==> src/rtl/sa_pkg.sv <==
// Shared types and sizing helpers for the weight-stationary systolic array.
package sa_pkg;

  typedef enum logic [1:0] {
    IDLE  = 2'd0,
    LOAD  = 2'd1,
    RUN   = 2'd2,
    DRAIN = 2'd3
  } state_t;

  // Bottom-row sums of N products need log2(N) guard bits above the product.
  function automatic int acc_width(input int data_w, input int n);
    return 2 * data_w + $clog2(n);
  endfunction

  function automatic int lat(input int n);
    return 2 * n;
  endfunction

endpackage

==> src/rtl/ws_pe.sv <==
// Processing element: stationary weight, rightward operand pass-through and
// downward registered multiply-accumulate.
module ws_pe
  import sa_pkg::*;
#(
  parameter int DATA_W = 8,
  parameter int ACC_W  = 17,
  parameter int SIGNED = 0
) (
  input  logic              clk,
  input  logic              reset,
  input  logic              w_load,
  input  logic [DATA_W-1:0] w_in,
  input  logic [DATA_W-1:0] a_in,
  output logic [DATA_W-1:0] a_out,
  input  logic [ACC_W-1:0]  psum_in,
  output logic [ACC_W-1:0]  psum_out
);

  logic [DATA_W-1:0]   w_q;
  logic [2*DATA_W-1:0] a_x;
  logic [2*DATA_W-1:0] w_x;
  logic [2*DATA_W-1:0] prod;
  logic [ACC_W-1:0]    prod_x;
  logic                ext_a;
  logic                ext_w;
  logic                ext_p;

  // Extending both operands to the product width makes the low half of an
  // unsigned multiply the correct two's-complement product as well.
  always_comb begin
    ext_a  = (SIGNED != 0) & a_in[DATA_W-1];
    ext_w  = (SIGNED != 0) & w_q[DATA_W-1];
    a_x    = {{DATA_W{ext_a}}, a_in};
    w_x    = {{DATA_W{ext_w}}, w_q};
    prod   = a_x * w_x;
    ext_p  = (SIGNED != 0) & prod[2*DATA_W-1];
    prod_x = {{(ACC_W-2*DATA_W){ext_p}}, prod};
  end

  always_ff @(posedge clk or posedge reset) begin
    if (reset) begin
      w_q      <= '0;
      a_out    <= '0;
      psum_out <= '0;
    end else begin
      if (w_load) begin
        w_q <= w_in;
      end
      a_out    <= a_in;
      psum_out <= psum_in + prod_x;
    end
  end

endmodule

==> src/rtl/ws_systolic_array.sv <==
// N x N weight-stationary matrix multiplier: row-wise weight load, streamed A
// rows with internal skew/de-skew, one C row per accepted A row.
//
//   state | meaning
//   IDLE  | no weights loaded since reset; waits for w_start
//   LOAD  | w_valid beats write W rows 0..N-1
//   RUN   | A rows accepted on a_valid & a_ready
//   DRAIN | no new rows; in-flight rows finish with the old weights
module ws_systolic_array
  import sa_pkg::*;
#(
  parameter int DATA_W = 8,
  parameter int N      = 4,
  parameter int SIGNED = 0,
  parameter int ACC_W  = acc_width(DATA_W, N)
) (
  input  logic                clk,
  input  logic                reset,
  input  logic                w_start,
  input  logic                w_valid,
  input  logic [N*DATA_W-1:0] w_data,
  input  logic                a_valid,
  output logic                a_ready,
  input  logic [N*DATA_W-1:0] a_data,
  output logic                c_valid,
  output logic [N*ACC_W-1:0]  c_data,
  output logic                busy
);

  localparam int LAT = lat(N);
  localparam int RW  = (N > 1) ? $clog2(N) : 1;
  localparam int IW  = $clog2(LAT + 1);

  state_t            state;
  state_t            state_n;
  logic [RW-1:0]     row_cnt;
  logic [IW-1:0]     inflight;
  logic [LAT-1:0]    vpipe;
  logic              accept;
  logic              load_beat;

  logic [DATA_W-1:0] a_gated [N];
  logic [DATA_W-1:0] a_row   [N];
  logic [DATA_W-1:0] a_h     [N][N];
  logic [ACC_W-1:0]  psum_v  [N][N];
  logic [ACC_W-1:0]  col_out [N];

  assign a_ready   = (state == RUN);
  assign accept    = a_valid & a_ready;
  // A w_start in LOAD restarts the row sequence; a coincident beat is dropped.
  assign load_beat = (state == LOAD) & w_valid & ~w_start;
  assign busy      = (state == LOAD) || (state == DRAIN) || (inflight != '0);
  assign c_valid   = vpipe[LAT-1];

  always_comb begin
    state_n = state;
    case (state)
      IDLE:    if (w_start) state_n = LOAD;
      LOAD:    if (load_beat && (row_cnt == RW'(N - 1))) state_n = RUN;
      RUN:     if (w_start) state_n = DRAIN;
      DRAIN:   if (inflight == '0) state_n = LOAD;
      default: state_n = IDLE;
    endcase
  end

  always_ff @(posedge clk or posedge reset) begin
    if (reset) begin
      state <= IDLE;
    end else begin
      state <= state_n;
    end
  end

  always_ff @(posedge clk or posedge reset) begin
    if (reset) begin
      row_cnt <= '0;
    end else if ((state != LOAD) || w_start) begin
      row_cnt <= '0;
    end else if (w_valid) begin
      row_cnt <= row_cnt + RW'(1);
    end
  end

  always_ff @(posedge clk or posedge reset) begin
    if (reset) begin
      inflight <= '0;
      vpipe    <= '0;
    end else begin
      vpipe <= {vpipe[LAT-2:0], accept};
      case ({accept, c_valid})
        2'b10:   inflight <= inflight + IW'(1);
        2'b01:   inflight <= inflight - IW'(1);
        default: inflight <= inflight;
      endcase
    end
  end

  // Idle cycles feed zeros so nothing but accepted rows moves through the grid.
  always_comb begin
    for (int k = 0; k < N; k++) begin
      a_gated[k] = accept ? a_data[k*DATA_W +: DATA_W] : '0;
    end
  end

  for (genvar k = 0; k < N; k++) begin : g_skew
    if (k == 0) begin : g_direct
      assign a_row[0] = a_gated[0];
    end else begin : g_dly
      logic [DATA_W-1:0] dly [k];
      always_ff @(posedge clk or posedge reset) begin
        if (reset) begin
          for (int i = 0; i < k; i++) dly[i] <= '0;
        end else begin
          dly[0] <= a_gated[k];
          for (int i = 1; i < k; i++) dly[i] <= dly[i-1];
        end
      end
      assign a_row[k] = dly[k-1];
    end
  end

  for (genvar k = 0; k < N; k++) begin : g_row
    for (genvar j = 0; j < N; j++) begin : g_col
      logic [DATA_W-1:0] a_in_pe;
      logic [ACC_W-1:0]  psum_in_pe;

      if (j == 0) begin : g_a_edge
        assign a_in_pe = a_row[k];
      end else begin : g_a_pass
        assign a_in_pe = a_h[k][j-1];
      end

      if (k == 0) begin : g_p_edge
        assign psum_in_pe = '0;
      end else begin : g_p_pass
        assign psum_in_pe = psum_v[k-1][j];
      end

      ws_pe #(
        .DATA_W(DATA_W),
        .ACC_W (ACC_W),
        .SIGNED(SIGNED)
      ) u_pe (
        .clk     (clk),
        .reset   (reset),
        .w_load  (load_beat && (row_cnt == RW'(k))),
        .w_in    (w_data[j*DATA_W +: DATA_W]),
        .a_in    (a_in_pe),
        .a_out   (a_h[k][j]),
        .psum_in (psum_in_pe),
        .psum_out(psum_v[k][j])
      );
    end
  end

  // Column j leaves the bottom row j cycles after column 0; equalise here.
  for (genvar j = 0; j < N; j++) begin : g_deskew
    localparam int D = N - 1 - j;
    if (D == 0) begin : g_direct
      assign col_out[j] = psum_v[N-1][j];
    end else begin : g_dly
      logic [ACC_W-1:0] dly [D];
      always_ff @(posedge clk or posedge reset) begin
        if (reset) begin
          for (int i = 0; i < D; i++) dly[i] <= '0;
        end else begin
          dly[0] <= psum_v[N-1][j];
          for (int i = 1; i < D; i++) dly[i] <= dly[i-1];
        end
      end
      assign col_out[j] = dly[D-1];
    end
  end

  always_ff @(posedge clk or posedge reset) begin
    if (reset) begin
      c_data <= '0;
    end else if (vpipe[LAT-2]) begin
      for (int j = 0; j < N; j++) begin
        c_data[j*ACC_W +: ACC_W] <= col_out[j];
      end
    end
  end

endmodule
==> config.mk <==
export PLATFORM = sky130hd
export DESIGN_NAME = ws_systolic_array
export DESIGN_NICKNAME = d
export VERILOG_FILES = /design/src/rtl/sa_pkg.sv /design/src/rtl/ws_pe.sv /design/src/rtl/ws_systolic_array.sv
export SDC_FILE = /design/constraint.sdc
export NUM_CORES = 2
export LEC_CHECK = 0
export BUFFER_PORTS_ARGS = -buffer_cell sky130_fd_sc_hd__buf_2
export CAP_MARGIN = 0
export CORE_MARGIN = 2
export CORE_UTILIZATION = 65
export CTS_CLUSTER_SIZE = 25
export DETAILED_ROUTE_END_ITERATION = 8
export GPL_ROUTABILITY_DRIVEN = 0
export GPL_TIMING_DRIVEN = 0
export PLACE_DENSITY_LB_ADDON = 0.2
export REMOVE_ABC_BUFFERS = 1
export SKIP_CTS_REPAIR_TIMING = 1
export SYNTH_ARGS = -nofsm -noshare
export SYNTH_HDL_FRONTEND = slang
export SYNTH_HIERARCHICAL = 1
export SYNTH_SLANG_ARGS = --single-unit
==> constraint.sdc <==
create_clock -name clk -period 20.9 [get_ports clk]
set_input_delay 1.045 -clock clk [delete_from_list [all_inputs] [get_ports clk]]
set_output_delay 1.045 -clock clk [all_outputs]
set_load 0.01 [all_outputs]
== Yosys cells after proc, flatten, opt, wreduce, memory -nomap -nowiden ==
Index checks and enable logic that the tools add are counted.

* Input bits: 69
* Register bits: 744
* Output and inout port bits: 75
* Logic and storage cells: 135

* Reductions and logical operators: 14
* Equal/unequal tests: 13
* Add/subtract/negate cells: 15
* Bitwise gates (word level): 4
* Multipliers: 16
* Mux-type cells: 12

{| class="wikitable"
|+ Operators by type and width
! operator !! count
|-
| multiplier 8 x 8 -> 16 bit || 16
|-
| adder 17 x 16 -> 18 bit || 4
|-
| adder 18 x 16 -> 18 bit || 4
|-
| adder 16 x 16 -> 17 bit || 4
|-
| two-way mux 8 bit || 4
|-
| two-way mux 2 bit || 6
|-
| == test 2 bit (second input constant) || 5
|-
| one-hot mux 2 bit (4 select lines) || 1
|-
| one-hot mux 4 bit (2 select lines) || 1
|-
| == test 2 x 1 -> 1 bit (second input constant) || 3
|-
| != test 2 x 1 -> 1 bit (second input constant) || 3
|-
| adder 4 x 1 -> 4 bit (second input constant) || 1
|-
| logical AND 1 bit || 4
|-
| zero test 2 bit || 2
|-
| zero test 4 bit || 1
|-
| != test 2 bit (second input constant) || 2
|-
| AND reduction 4 bit || 1
|-
| nonzero test 2 bit || 2
|-
| nonzero test 4 bit || 1
|-
| subtractor 4 x 1 -> 4 bit (second input constant) || 1
|-
| bitwise AND 1 bit || 3
|-
| logical OR 1 bit || 3
|-
| adder 2 x 1 -> 2 bit (second input constant) || 1
|-
| NOT 1 bit || 1
|}

== Longest topological paths before layout ==
* Word-level depth: 6
* Depth in mapped cells: 19
* Mapped depth without buffers: 18

== Modules after synthesis ==
Netlist, hierarchy kept.

{| class="wikitable"
|+ Modules (own cells, without submodules)
! module !! cells an instance !! instances !! area each (um^2)
|-
| ws_pe at g_row[1].g_col[1].u_pe ... || 383 || 8 || 3698.5
|-
| ws_pe at g_row[0].g_col[0].u_pe ... || 357 || 5 || 3568.4
|-
| ws_systolic_array || 413 || 1 || 7598.5
|-
| ws_pe at g_row[3].g_col[2].u_pe ... || 386 || 2 || 3687.3
|-
| ws_pe at g_row[3].g_col[1].u_pe || 368 || 1 || 3619.7
|}

== Worst setup path before layout ==
Ideal clock, no wire load.

* Path type: input-to-reg
* Start point: input a_valid
* End point: register g_row[0].g_col[0].u_pe.psum_out[14]
* Data required time: 20.759 ns
* Buffers on the path: 1
* Arrival time: 5.094 ns
* Setup slack: 15.665 ns
* Stages: 16
* Cell sequence: clkbuf_1 and3_1 nand2_1 fa_1 fa_1 inv_1 fa_1 inv_1 fa_1 inv_1 ha_1 a21o_2 a31o_2 o211ai_2 mux2i_1 o2111ai_1

{| class="wikitable"
|+ RTL lines
! element !! line !! source
|-
| start, declared || ws_systolic_array.sv:22 || <nowiki>input logic a_valid,</nowiki>
|-
| end signal, assigned || ws_pe.sv:51 || <nowiki>psum_out <= psum_in + prod_x;</nowiki>
|-
| end, declared || ws_pe.sv:17 || <nowiki>output logic [ACC_W-1:0] psum_out</nowiki>
|}

==> metrics.md <==
| Metric | Value |
|---|---|
| Result of the run | `complete, no violations` |
| Mapped cell area | `around 65000 µm²` |
| Die area | `about 100000 µm²` |
| Final-report setup violation count | `0` |
| Cell count after synthesis | `6370` |
| Buf+Inv Stages, Crit Path | `4` |
| Post-Layout Inst Area | `roughly 71000 µm²` |
| RSZ-0062 raised after global routing | `no` |
| DP HPWL | `between 100000 and 150000 µm` |
| Pin count of the biggest net entering global routing | `about 130` |
| CTS Buffer Depth | `3` |
| Worst setup path category | `flop to flop` |
| CP peak stage delay | `910 ps` |
| Worst-path clk slew | `~60 ps` |
| Hold WC Path Type | `flop to flop` |
| Grt total ovfl | `0` |
| Die width | `321 µm` |
| Post-Route WL | `128000 µm` |
| Sequential cell area | `roughly 19000 µm²` |
| CTS sink cnt | `about 760` |
| Max transition margin | `25.1%` |
| P per Cell Area | `94.1 nW/µm²` |
| Multi-input logic area | `roughly 40000 µm²` |
| Nets | `between 8k and 9k` |
| Syn Area/Cell | `between 10 and 15 µm²` |
| Clock Latency Late Sink | `around 670 ps` |
| Number of global-route vias before repair | `~45k` |
| CTS root buf | `clkbuf_16` |
| Num CTS Buffers | `83` |
| Final setup TNS | `0 ps` |
| Fillers | `7293` |
| DP Area | `67700 µm²` |
| WL/cell | `roughly 16 µm` |
| Vias per cell | `about 5.3` |
| DIE HEIGHT | `approximately 320 µm` |
| Worst Path Required | `21440 ps` |
| H-Tree Depth | `3` |
| Hold Fails Final Rpt | `0` |
| Clock power frac | `23.0%` |
| Total GRT Usage | `between 20% and 30%` |
| Max Slew Vio Count | `0` |
| Drt first pass iters | `5` |
| Via count | `42.5k` |
| Port bufs | `between 100 and 150` |
| Maxcap violations | `0` |
| Cell-internal power | `about 4.0 mW` |
| Antenna viol nets, final | `0` |
| Switch share | `about two fifths` |
| Sequential Power Share | `between 30% and 40%` |
| CP Launch Type | `flop` |
| Synth warn | `6` |
| Initial antenna violation count | `11` |
| Fmax | `around 0.17 GHz` |
| Net Sw Power | `2.62 mW` |
| Top Ports | `approximately 140` |
| Worst-margin pin slew | `1120 ps` |
| Lkg Pwr | `approximately 37 nW` |
| Initial DRC count | `2784` |
| DR DRC count | `0` |
| Setup crit end kind | `flop` |
| Delay-heaviest family, CP | `adder cells` |
| VDD IR-drop max | `0.0658 mV` |
| Layout cell share with drive strength beyond 1 | `9.05%` |
| Core area | `roughly 100000 µm²` |
| Period minus WS final | `roughly 6000 ps` |
| CP max stage cell | `ha_1` |
| Worst Clk Skew | `about 47 ps` |
| Crit share post-route | `between 20% and 30%` |
| Crit-path max FO | `35` |
| CTS tree | `done` |
| Arr. time, crit path | `~6600 ps` |
| Starting Density | `around two thirds` |
| First-pass GRT wire length | `roughly 220000 µm` |
| Combinational power share | `40.8%` |
| Worst-path cell chain | `inv_1 > ha_1 > and3_1 > nand2_1 > fa_1 > fa_1 > inv_1 > fa_1 > inv_1 > fa_1 > inv_1 > ha_1 > and3_1 > a221oi_1 > o21ai_0 > xor2_1` |
| Number of core rows | `approximately 120` |
| Area added between synthesis and finish | `8.34%` |
[per-stage QoR]
step | hold WS (ps) | std cells | power (mW) | utilization [%] | setup WS, ps
after floorplan | 331 | 6363 | 4.33 | - | 13150
final | 326 | 7966 | 6.65 | 70.9 | 14880
after detailed placement | 335 | 7809 | 5.12 | 67.9 | 14910
after global routing | 340 | 7964 | 7.24 | 70.9 | 14510
after CTS | 322 | 7960 | 6.70 | 70.8 | 14920
after global placement | 332 | 7804 | 5.00 | 67.7 | 9710
[sequential cells by signal, indices dropped and copies added, names as in the netlist]
signal and flops:
g_row.g_col.u_pe/psum_out 288, g_row.g_col.u_pe/w_q 128, g_row.g_col.u_pe/a_out 96, c_data 72, g_deskew.g_dly.dly 72, col_out 36
g_row.g_col.a_in_pe 24, g_skew.g_dly.dly 24, vpipe 8, inflight 4, row_cnt 2, state 2
[routing by layer]
metal / GRT usage [%] / part of all wire, % / vias up
met2: 43.7 / 48 / 985
met4: 6.37 / 1.7 / 2
met1: 37.3 / 46 / 21253
met3: 3.11 / 4.8 / 183
li1: - / - / 20110
met5: 0 / 0.010 / -
[area by class of cell]
type / instances / share of cell area [%]
antenna: 5 / 0.0177
sequential: 756 / 26.8
clock inverter: 38 / 0.804
tap: 1298 / 2.30
timing repair buffer: 149 / 1.21
multi-input combinational: 4065 / 57.3
inverter: 1542 / 8.20
clock buffer: 113 / 3.38
[power groups by stage]
stage               combinational (mW)  clock [mW]  sequential [mW]
floorplan                         2.05           0             2.28
global placement                  2.58           0             2.42
detailed placement                2.70           0             2.42
CTS                               2.73        1.57             2.40
global route                      3.13        1.64             2.47
finish                            2.72        1.53             2.40
[worst paths after layout]
path	from	end	slack [ps]	cells past startpoint
min in group asynchronous	reset	g_row[0].g_col[0].u_pe/a_out[2]	800	2
worst min register to register	g_row[3].g_col[2].u_pe/psum_out[5]	g_deskew[2].g_dly.dly[5]	330	0
worst min-delay path	g_row[3].g_col[2].u_pe/psum_out[5]	g_deskew[2].g_dly.dly[5]	330	0
max in group asynchronous	reset	c_data[56]	18580	4
worst max register to register	state[0]	g_row[0].g_col[0].u_pe/psum_out[11]	14880	16
worst max-delay path	state[0]	g_row[0].g_col[0].u_pe/psum_out[11]	14880	16
[cell usage in the layout, fill, tap and decap left out, drive strengths merged, types with 26 or more instances in the layout]
cell     instances
nand2b          26
o21ai           59
nor2           123
mux2           202
nand2          646
o211ai          37
nand3           62
a21oi          174
fa             800
a2111oi         27
xnor2          100
and2           527
nor2b           29
clkbuf         113
buf            149
nor3            53
o311ai          28
and3            93
xor2            58
ha             651
a21o            43
inv           1549
dfrtp          756
conb            72
Power figures use the tool's default switching activity.
